### config.mk
export PLATFORM = sky130hd
export DESIGN_NAME = lc3_intc
export DESIGN_NICKNAME = d
export VERILOG_FILES = /design/src/rtl/lc3_intc.sv
export SDC_FILE = /design/constraint.sdc
export NUM_CORES = 1
export LEC_CHECK = 0
export CAP_MARGIN = 20
export CORE_MARGIN = 2
export CORE_UTILIZATION = 25
export DETAILED_ROUTE_END_ITERATION = 8
export SETUP_SLACK_MARGIN = 0.15
export SLEW_MARGIN = 10
export SYNTH_ARGS = -nofsm -noshare
export SYNTH_HDL_FRONTEND = slang
export SYNTH_SLANG_ARGS = --single-unit
export TNS_END_PERCENT = 30
### constraint.sdc
create_clock -name clk -period 25.4 [get_ports clk]
set_clock_uncertainty 0.1 [all_clocks]
set_input_delay 5.08 -clock clk [delete_from_list [all_inputs] [get_ports clk]]
set_output_delay 5.08 -clock clk [all_outputs]
set_load 0.02 [all_outputs]
### src/rtl/lc3_intc.sv
// Multi-source prioritised interrupt controller for the LC-3 core.
// Memory-mapped IMR/IPR/PRI registers, one arbitrated request to control.
module lc3_intc #(
    parameter int          NUM_SRC     = 8,
    parameter int          SYNC_STAGES = 2,
    parameter int          EDGE_MODE   = 1,
    parameter logic [7:0]  BASE_VEC    = 8'h80
) (
    input  logic               clk,
    input  logic               rst,
    input  logic [NUM_SRC-1:0] irq_in,
    input  logic [2:0]         cpu_pri,
    input  logic               io_sel,
    input  logic [3:0]         io_addr,
    input  logic               io_we,
    input  logic [15:0]        io_wdata,
    output logic [15:0]        io_rdata,
    output logic               int_req,
    input  logic               int_ack,
    output logic [7:0]         int_vec,
    output logic [2:0]         int_pri
);

    typedef enum logic {
        S_IDLE = 1'b0,
        S_REQ  = 1'b1
    } state_t;

    state_t state, state_nxt;

    logic [NUM_SRC-1:0] sync_q [SYNC_STAGES];
    logic [NUM_SRC-1:0] sync_out;
    logic [NUM_SRC-1:0] imr;
    logic [NUM_SRC-1:0] pend;
    logic [NUM_SRC-1:0] elig;
    logic [2:0]         pri_q [NUM_SRC];
    logic [2:0]         win;
    logic [2:0]         win_q;
    logic [2:0]         best;
    logic               any;
    logic               load;
    logic               wr;
    logic               unused;

    assign wr       = io_sel & io_we;
    assign sync_out = sync_q[SYNC_STAGES-1];
    assign unused   = ^io_wdata;

    always_ff @(posedge clk or posedge rst) begin
        if (rst) begin
            for (int i = 0; i < SYNC_STAGES; i++) sync_q[i] <= '0;
        end else begin
            sync_q[0] <= irq_in;
            for (int i = 1; i < SYNC_STAGES; i++) sync_q[i] <= sync_q[i-1];
        end
    end

    always_ff @(posedge clk or posedge rst) begin
        if (rst) begin
            imr <= '0;
            for (int k = 0; k < NUM_SRC; k++) pri_q[k] <= '0;
        end else if (wr) begin
            if (io_addr == 4'h0) imr <= io_wdata[NUM_SRC-1:0];
            for (int k = 0; k < NUM_SRC; k++)
                if (io_addr == 4'(8 + k)) pri_q[k] <= io_wdata[2:0];
        end
    end

    generate
        if (EDGE_MODE != 0) begin : g_edge
            logic [NUM_SRC-1:0] prev_q;
            logic [NUM_SRC-1:0] pend_q;
            logic [NUM_SRC-1:0] rise;
            logic [NUM_SRC-1:0] clr;

            assign rise = sync_out & ~prev_q;

            // set is OR-ed in after the clear so a same-cycle set wins
            always_comb begin
                clr = '0;
                if (wr && io_addr == 4'h1) clr = io_wdata[NUM_SRC-1:0];
                if (state == S_REQ && int_ack)
                    clr = clr | (NUM_SRC'(1) << win_q);
            end

            always_ff @(posedge clk or posedge rst) begin
                if (rst) begin
                    prev_q <= '0;
                    pend_q <= '0;
                end else begin
                    prev_q <= sync_out;
                    pend_q <= (pend_q & ~clr) | rise;
                end
            end

            assign pend = pend_q;
        end else begin : g_level
            assign pend = sync_out;
        end
    endgenerate

    always_comb begin
        for (int k = 0; k < NUM_SRC; k++)
            elig[k] = pend[k] & imr[k] & (pri_q[k] > cpu_pri);
    end

    // strict compare keeps the lowest index among equal priorities
    always_comb begin
        win  = '0;
        best = '0;
        any  = 1'b0;
        for (int k = 0; k < NUM_SRC; k++) begin
            if (elig[k] && (!any || pri_q[k] > best)) begin
                any  = 1'b1;
                best = pri_q[k];
                win  = 3'(k);
            end
        end
    end

    always_ff @(posedge clk or posedge rst) begin
        if (rst) state <= S_IDLE;
        else     state <= state_nxt;
    end

    always_comb begin
        state_nxt = state;
        unique case (state)
            S_IDLE: if (any) state_nxt = S_REQ;
            S_REQ:  if (int_ack || !elig[win_q]) state_nxt = S_IDLE;
            default: state_nxt = S_IDLE;
        endcase
    end

    always_comb begin
        int_req = (state == S_REQ);
        load    = (state == S_IDLE) && any;
    end

    always_ff @(posedge clk or posedge rst) begin
        if (rst) begin
            win_q   <= '0;
            int_vec <= '0;
            int_pri <= '0;
        end else if (load) begin
            win_q   <= win;
            int_vec <= BASE_VEC + 8'(win);
            int_pri <= best;
        end
    end

    always_comb begin
        io_rdata = '0;
        if (io_sel) begin
            if (io_addr == 4'h0)
                io_rdata[NUM_SRC-1:0] = imr;
            else if (io_addr == 4'h1)
                io_rdata[NUM_SRC-1:0] = pend;
            else if (io_addr[3] && 32'(io_addr[2:0]) < NUM_SRC)
                io_rdata[2:0] = pri_q[io_addr[2:0]];
        end
    end

endmodule
==> results of run 1 <==
==> cells in the final DEF, fill, tap and decap left out, types with 5 or more instances in the layout <==
| cell type | count |
|---|---|
| nor2b_1 | 20 |
| nor3_1 | 10 |
| clkdlybuf4s50_1 | 43 |
| o311ai_0 | 8 |
| a21oi_1 | 10 |
| o21a_1 | 9 |
| mux2_2 | 29 |
| a222oi_1 | 5 |
| o21ai_0 | 27 |
| a31oi_1 | 5 |
| a22oi_1 | 11 |
| mux4_2 | 8 |
| conb_1 | 12 |
| dfrtp_1 | 72 |
| nand3_1 | 16 |
| nand2b_1 | 6 |
| nand2_1 | 35 |
| inv_1 | 22 |
| clkbuf_16 | 9 |
| nor2_1 | 18 |
| ha_1 | 45 |
==> routing by layer <==
metal  vias to the layer above  wire length, um  global-route usage
li1                       1735                -                   -
met1                      1854             5370               0.173
met2                       142             6040               0.222
met3                        29              746              0.0306
met4                         0              361              0.0590
met5                         -                0                   0
==> cells in the mapped netlist (3+ instances only) <==
library cell  count  area share
a222oi_1          5       0.011
nand2_1          35       0.029
a31oi_1           5      0.0068
nor2b_1          20       0.027
mux2_2           29       0.071
a221oi_1          3      0.0057
clkbuf_1          5      0.0041
inv_1            23       0.019
nor3_1           10       0.011
dfrtp_1          72        0.39
nor2_1           18       0.015
nand2b_1          6      0.0082
a21oi_1          10       0.011
ha_1             45        0.12
o21ai_1           3      0.0033
o21ai_0          27       0.029
a22oi_1          11       0.018
o21a_1            9       0.015
buf_4            12       0.020
mux4_2            8       0.039
a32oi_1           3      0.0057
nand3b_1          3      0.0049
nand3_1          16       0.017
o311ai_0          8       0.015
==> sequential cells by signal, summed over array words and instances (netlist names) <==
signal         cells
imr                8
int_vec            2
win_q              2
g_edge.pend_q      8
sync_q             8
g_edge.prev_q      8
int_req            1
sync_out           8
pri_q             24
int_pri            3
==> power by group <==
part	internal [mW]	switching, mW
Combinational	0.0840	0.103
Sequential	0.134	0.0281
Clock	0.0780	0.0472
==> through the flow <==
stage,util,setup slack [ps]
after CTS,0.308,8400
after global routing,0.308,7230
after floorplan,-,10220
after detailed placement,0.292,8100
after global placement,0.292,8510
final,0.308,8220
==> worst max-delay path: cells and delay by family <==
family,cells,cell delay (ps)
AO/OA/AOI/OAI,31,6410
adder cells (fa/ha/maj),8,2260
buffers and inverters,2,680
AND/OR/NAND/NOR,17,2910
==> area by class of cell <==
class | count | area [um^2]
tap | 229 | 287
sequential | 72 | 1800
inverter | 23 | 86.3
timing repair buffer | 46 | 453
clock inverter | 3 | 42.5
multi-input combinational | 332 | 2610
clock buffer | 12 | 246
fill | 1811 | 12400
==> path summary, 6_finish.rpt <==
path                            startpoint               end  slack (ps)  cells after the start
worst max-delay path            cpu_pri[1]        int_pri[2]        8220                     58
worst min-delay path            sync_q[15]       sync_out[7]         250                      0
worst max register to register   pri_q[22]        int_pri[2]       13150                     56
worst min register to register  sync_q[15]       sync_out[7]         250                      0
max in group asynchronous              rst         pri_q[15]       19360                      3
min in group asynchronous              rst  g_edge.prev_q[1]        5240                      3
==> kinds of logic after synthesis <==
| logic type | count (synthesis) | synth area share |
|---|---|---|
| and+or+nand+nor | 126 | 0.145 |
| AOI/OAI and AO/OA | 112 | 0.182 |
| DFF | 72 | 0.393 |
| adders and majority gates | 45 | 0.123 |
| buffers and inverters | 44 | 0.0464 |
| muxes | 37 | 0.111 |
| other | 1 | 0.000818 |
==> impl_metrics.json, run 1 <==
{
  "synthCells": 437,
  "fin_cells": 717,
  "cts_made_buffers": 9,
  "drt-total-wl_mm": 12.5,
  "yosysWarnings": 0,
  "startpoint_type": "input pin",
  "grt_pass1_vias": 3841,
  "place_congestion": 0.898,
  "routed_via_density": 5.24,
  "arrival_ps": 17330,
  "h-tree-depth": 3,
  "critPathKind": "in -> reg",
  "synth_flop_cell": "dfrtp_1",
  "fin_nets": 565,
  "drv_slew": 0,
  "worstMarginPinSlew_ps": 919,
  "num_rows": 49,
  "dpl_cell_area_um2": 5240,
  "endpoint_kind": "flip-flop",
  "async_reset_ff_frac": 1.00,
  "die_area_um2": 19400,
  "fp.dieW_um": 139,
  "areaGrowthSynthToFinish_pct": 20.6,
  "vias": 3760,
  "ys_seq_area_frac": 0.393,
  "drc": 0,
  "p_total_uw": 475,
  "cts-root-buf": "clkbuf_16",
  "clk_pin_slew_worst_paths_ps": 60,
  "rsz0062_at_grt": "no",
  "drt_first_pass_iters": 5,
  "synth_seq_cells": 72,
  "clockBufferDepth": 2,
  "setup_tns_ps": 0,
  "power_leakage_nw": 2.26,
  "overflow": 0,
  "antenna_found_initial": 0,
  "peakVddDrop_mv": 0.0475,
  "hold_class": "reg -> reg",
  "finalHoldViolCount": 0,
  "cts_tree": "done",
  "cp_slowest_cell": "a211oi_1",
  "maxSlewHeadroom": 0.382,
  "cellPowerDensity_nw_per_um2": 85.9,
  "wl_per_cell_um": 17.5,
  "clock-sinks": 72,
  "critPathMaxStageDelay_ps": 640,
  "cts_setup_buffers": 0,
  "io_buffer_count": 43,
  "setup_viol": 0,
  "holdWs_ps": 249,
  "hold_buffers": 0,
  "critPathMaxFanout": 10,
  "synth_cell_types": 64,
  "fmax_ghz": 0.0582,
  "core-area_um2": 18000,
  "grt_pass1_wl_mm": 20.9,
  "finalCriticalPeriod_ps": 17180,
  "diodes": 0,
  "clk_latency_ps": 340,
  "placed_cells": 702,
  "drt_iter0_markers": 247,
  "design_area_um2": 5530,
  "io_pins": 64,
  "ctsResizeCount": 0,
  "status": "complete, no violations",
  "hpwl_mm": 9.35,
  "drive_gt1_frac": 0.139,
  "cap_viol_max_count": 0,
  "grt_use_total": 0.136,
  "detail-route-antenna-nets": 0,
  "die_height_um": 139,
  "post-route-period-util": 0.676,
  "initial_core_util": 0.255,
  "synth_area_um2": 4580,
  "synth.avg_cell_area_um2": 10.5,
  "synth-edff-count": 0,
  "cp.required_ps": 25550,
  "grt_start_max_net_pins": 73,
  "critPathMostFrequentCell": "ha_1"
}
(Power assumes the default switching activity.)
==> inputs of run 2 (changes only) <==
Clock period 25.4 ns to 17.8 ns, I/O delays scaled along.
==> impl_metrics.json, run 2 (same netlist as run 1, synthesis figures left out) <==
{
  "status": "complete, no violations",
  "drt_iter0_markers": 258,
  "endpoint_kind": "flip-flop",
  "finalCriticalPeriod_ps": 15520,
  "cts_made_buffers": 9,
  "drt-total-wl_mm": 12.4,
  "critPathKind": "in -> reg",
  "fmax_ghz": 0.0644,
  "fp.dieW_um": 139,
  "drc": 0,
  "fin_nets": 565,
  "place_congestion": 0.898,
  "clk_latency_ps": 340,
  "hold_class": "reg -> reg",
  "cts_tree": "done",
  "critPathMaxStageDelay_ps": 650,
  "io_pins": 64,
  "antenna_found_initial": 0,
  "cap_viol_max_count": 0,
  "initial_core_util": 0.255,
  "wl_per_cell_um": 17.3,
  "die_height_um": 139,
  "drive_gt1_frac": 0.143,
  "diodes": 0,
  "top_register": "pri_q",
  "vias": 3770,
  "setup_tns_ps": 0,
  "setup_viol": 0,
  "arrival_ps": 15670,
  "grt_pass1_vias": 3806,
  "final_core_util": 0.308,
  "hold_buffers": 0,
  "hpwl_mm": 9.35,
  "largest_reg_flops": 24,
  "power_leakage_nw": 2.27,
  "routed_via_density": 5.25,
  "most-common-layout-cells": "dfrtp_1, ha_1, clkdlybuf4s50_1, nand2_1, mux2_2",
  "grt_start_max_net_pins": 73,
  "die_area_um2": 19400,
  "clk_pin_slew_worst_paths_ps": 60,
  "num_rows": 49,
  "cp.required_ps": 17950,
  "core-area_um2": 18000,
  "ctsResizeCount": 0,
  "startpoint_type": "input pin",
  "clockBufferDepth": 2,
  "drv_slew": 0,
  "drt_first_pass_iters": 4,
  "worstMarginPinSlew_ps": 903,
  "peakVddDrop_mv": 0.0716,
  "post-route-period-util": 0.872,
  "finalHoldViolCount": 0,
  "critPathMaxFanout": 10,
  "cts_setup_buffers": 0,
  "rsz0062_at_grt": "no",
  "h-tree-depth": 3,
  "clock-sinks": 72,
  "final_common_cell": "dfrtp_1",
  "cts-root-buf": "clkbuf_16",
  "grt_use_total": 0.134,
  "areaGrowthSynthToFinish_pct": 20.8,
  "critPathMostFrequentCell": "ha_1",
  "detail-route-antenna-nets": 0,
  "io_buffer_count": 43,
  "overflow": 0,
  "cp_slowest_cell": "a211oi_1",
  "maxSlewHeadroom": 0.392,
  "cellPowerDensity_nw_per_um2": 123,
  "grt_pass1_wl_mm": 20.7
}
[run 2: cell types whose count changed in the layout (fill, tap and decap cells not counted), sizes merged]
cell and change:
clkbuf -1, clkinv +2
[run 2: metal layers]
layer	wire [um]	vias up	GRT usage
met4	295	0	0.0611
met1	5480	1880	0.179
met2	6060	144	0.218
met3	616	25	0.0162
li1	-	1721	-
met5	0	-	0
[run 2: worst paths after layout]
check	from	endpoint	slack (ps)	cells after the start
setup / recovery	cpu_pri[1]	int_pri[2]	2280	58
hold / removal	sync_q[9]	sync_out[1]	250	0
setup reg to reg	pri_q[22]	int_pri[2]	5690	56
hold reg to reg	sync_q[9]	sync_out[1]	250	0
max in group asynchronous	rst	pri_q[2]	13310	3
min in group asynchronous	rst	g_edge.prev_q[1]	3700	3
[run 2: worst max-delay path: cells and delay by family]
kind / cells / cell delay (ps)
adder cells (fa/ha/maj): 8 / 2240
AO/OA/AOI/OAI: 31 / 6200
buffers and inverters: 2 / 690
AND/OR/NAND/NOR: 17 / 2930
[run 2: report_power, final]
group          internal, mW  switching (mW)
registers             0.192          0.0397
logic                 0.120           0.146
clock network         0.112          0.0709
[run 2: area by class of cell]
class / count / area, um^2
Fill cell: 1818 / 12400
Multi-Input combinational cell: 332 / 2610
Sequential cell: 72 / 1800
Timing Repair Buffer: 46 / 453
Tap cell: 229 / 287
Clock buffer: 11 / 243
Inverter: 23 / 86.3
Clock inverter: 5 / 56.3
[run 2: per-stage QoR]
step / hold slack (ps) / cell area (um^2) / total power [mW] / std cells / worst slack, ps
after CTS: 247 / 5540 / 0.683 / 718 / 2460
after detailed placement: 235 / 5240 / 0.496 / 702 / 2110
after global routing: 251 / 5540 / 0.728 / 718 / 1230
after global placement: 234 / 5240 / 0.485 / 702 / 2430
final: 247 / 5540 / 0.680 / 718 / 2280
after floorplan: 231 / 4620 / 0.412 / 448 / 4140
==> inputs of run 3 (changes only) <==
Settings changed: CAP_MARGIN 20 to 15.
==> results of run 3 <==
The final DEF is identical to that of run 2; final timing and power are the same.
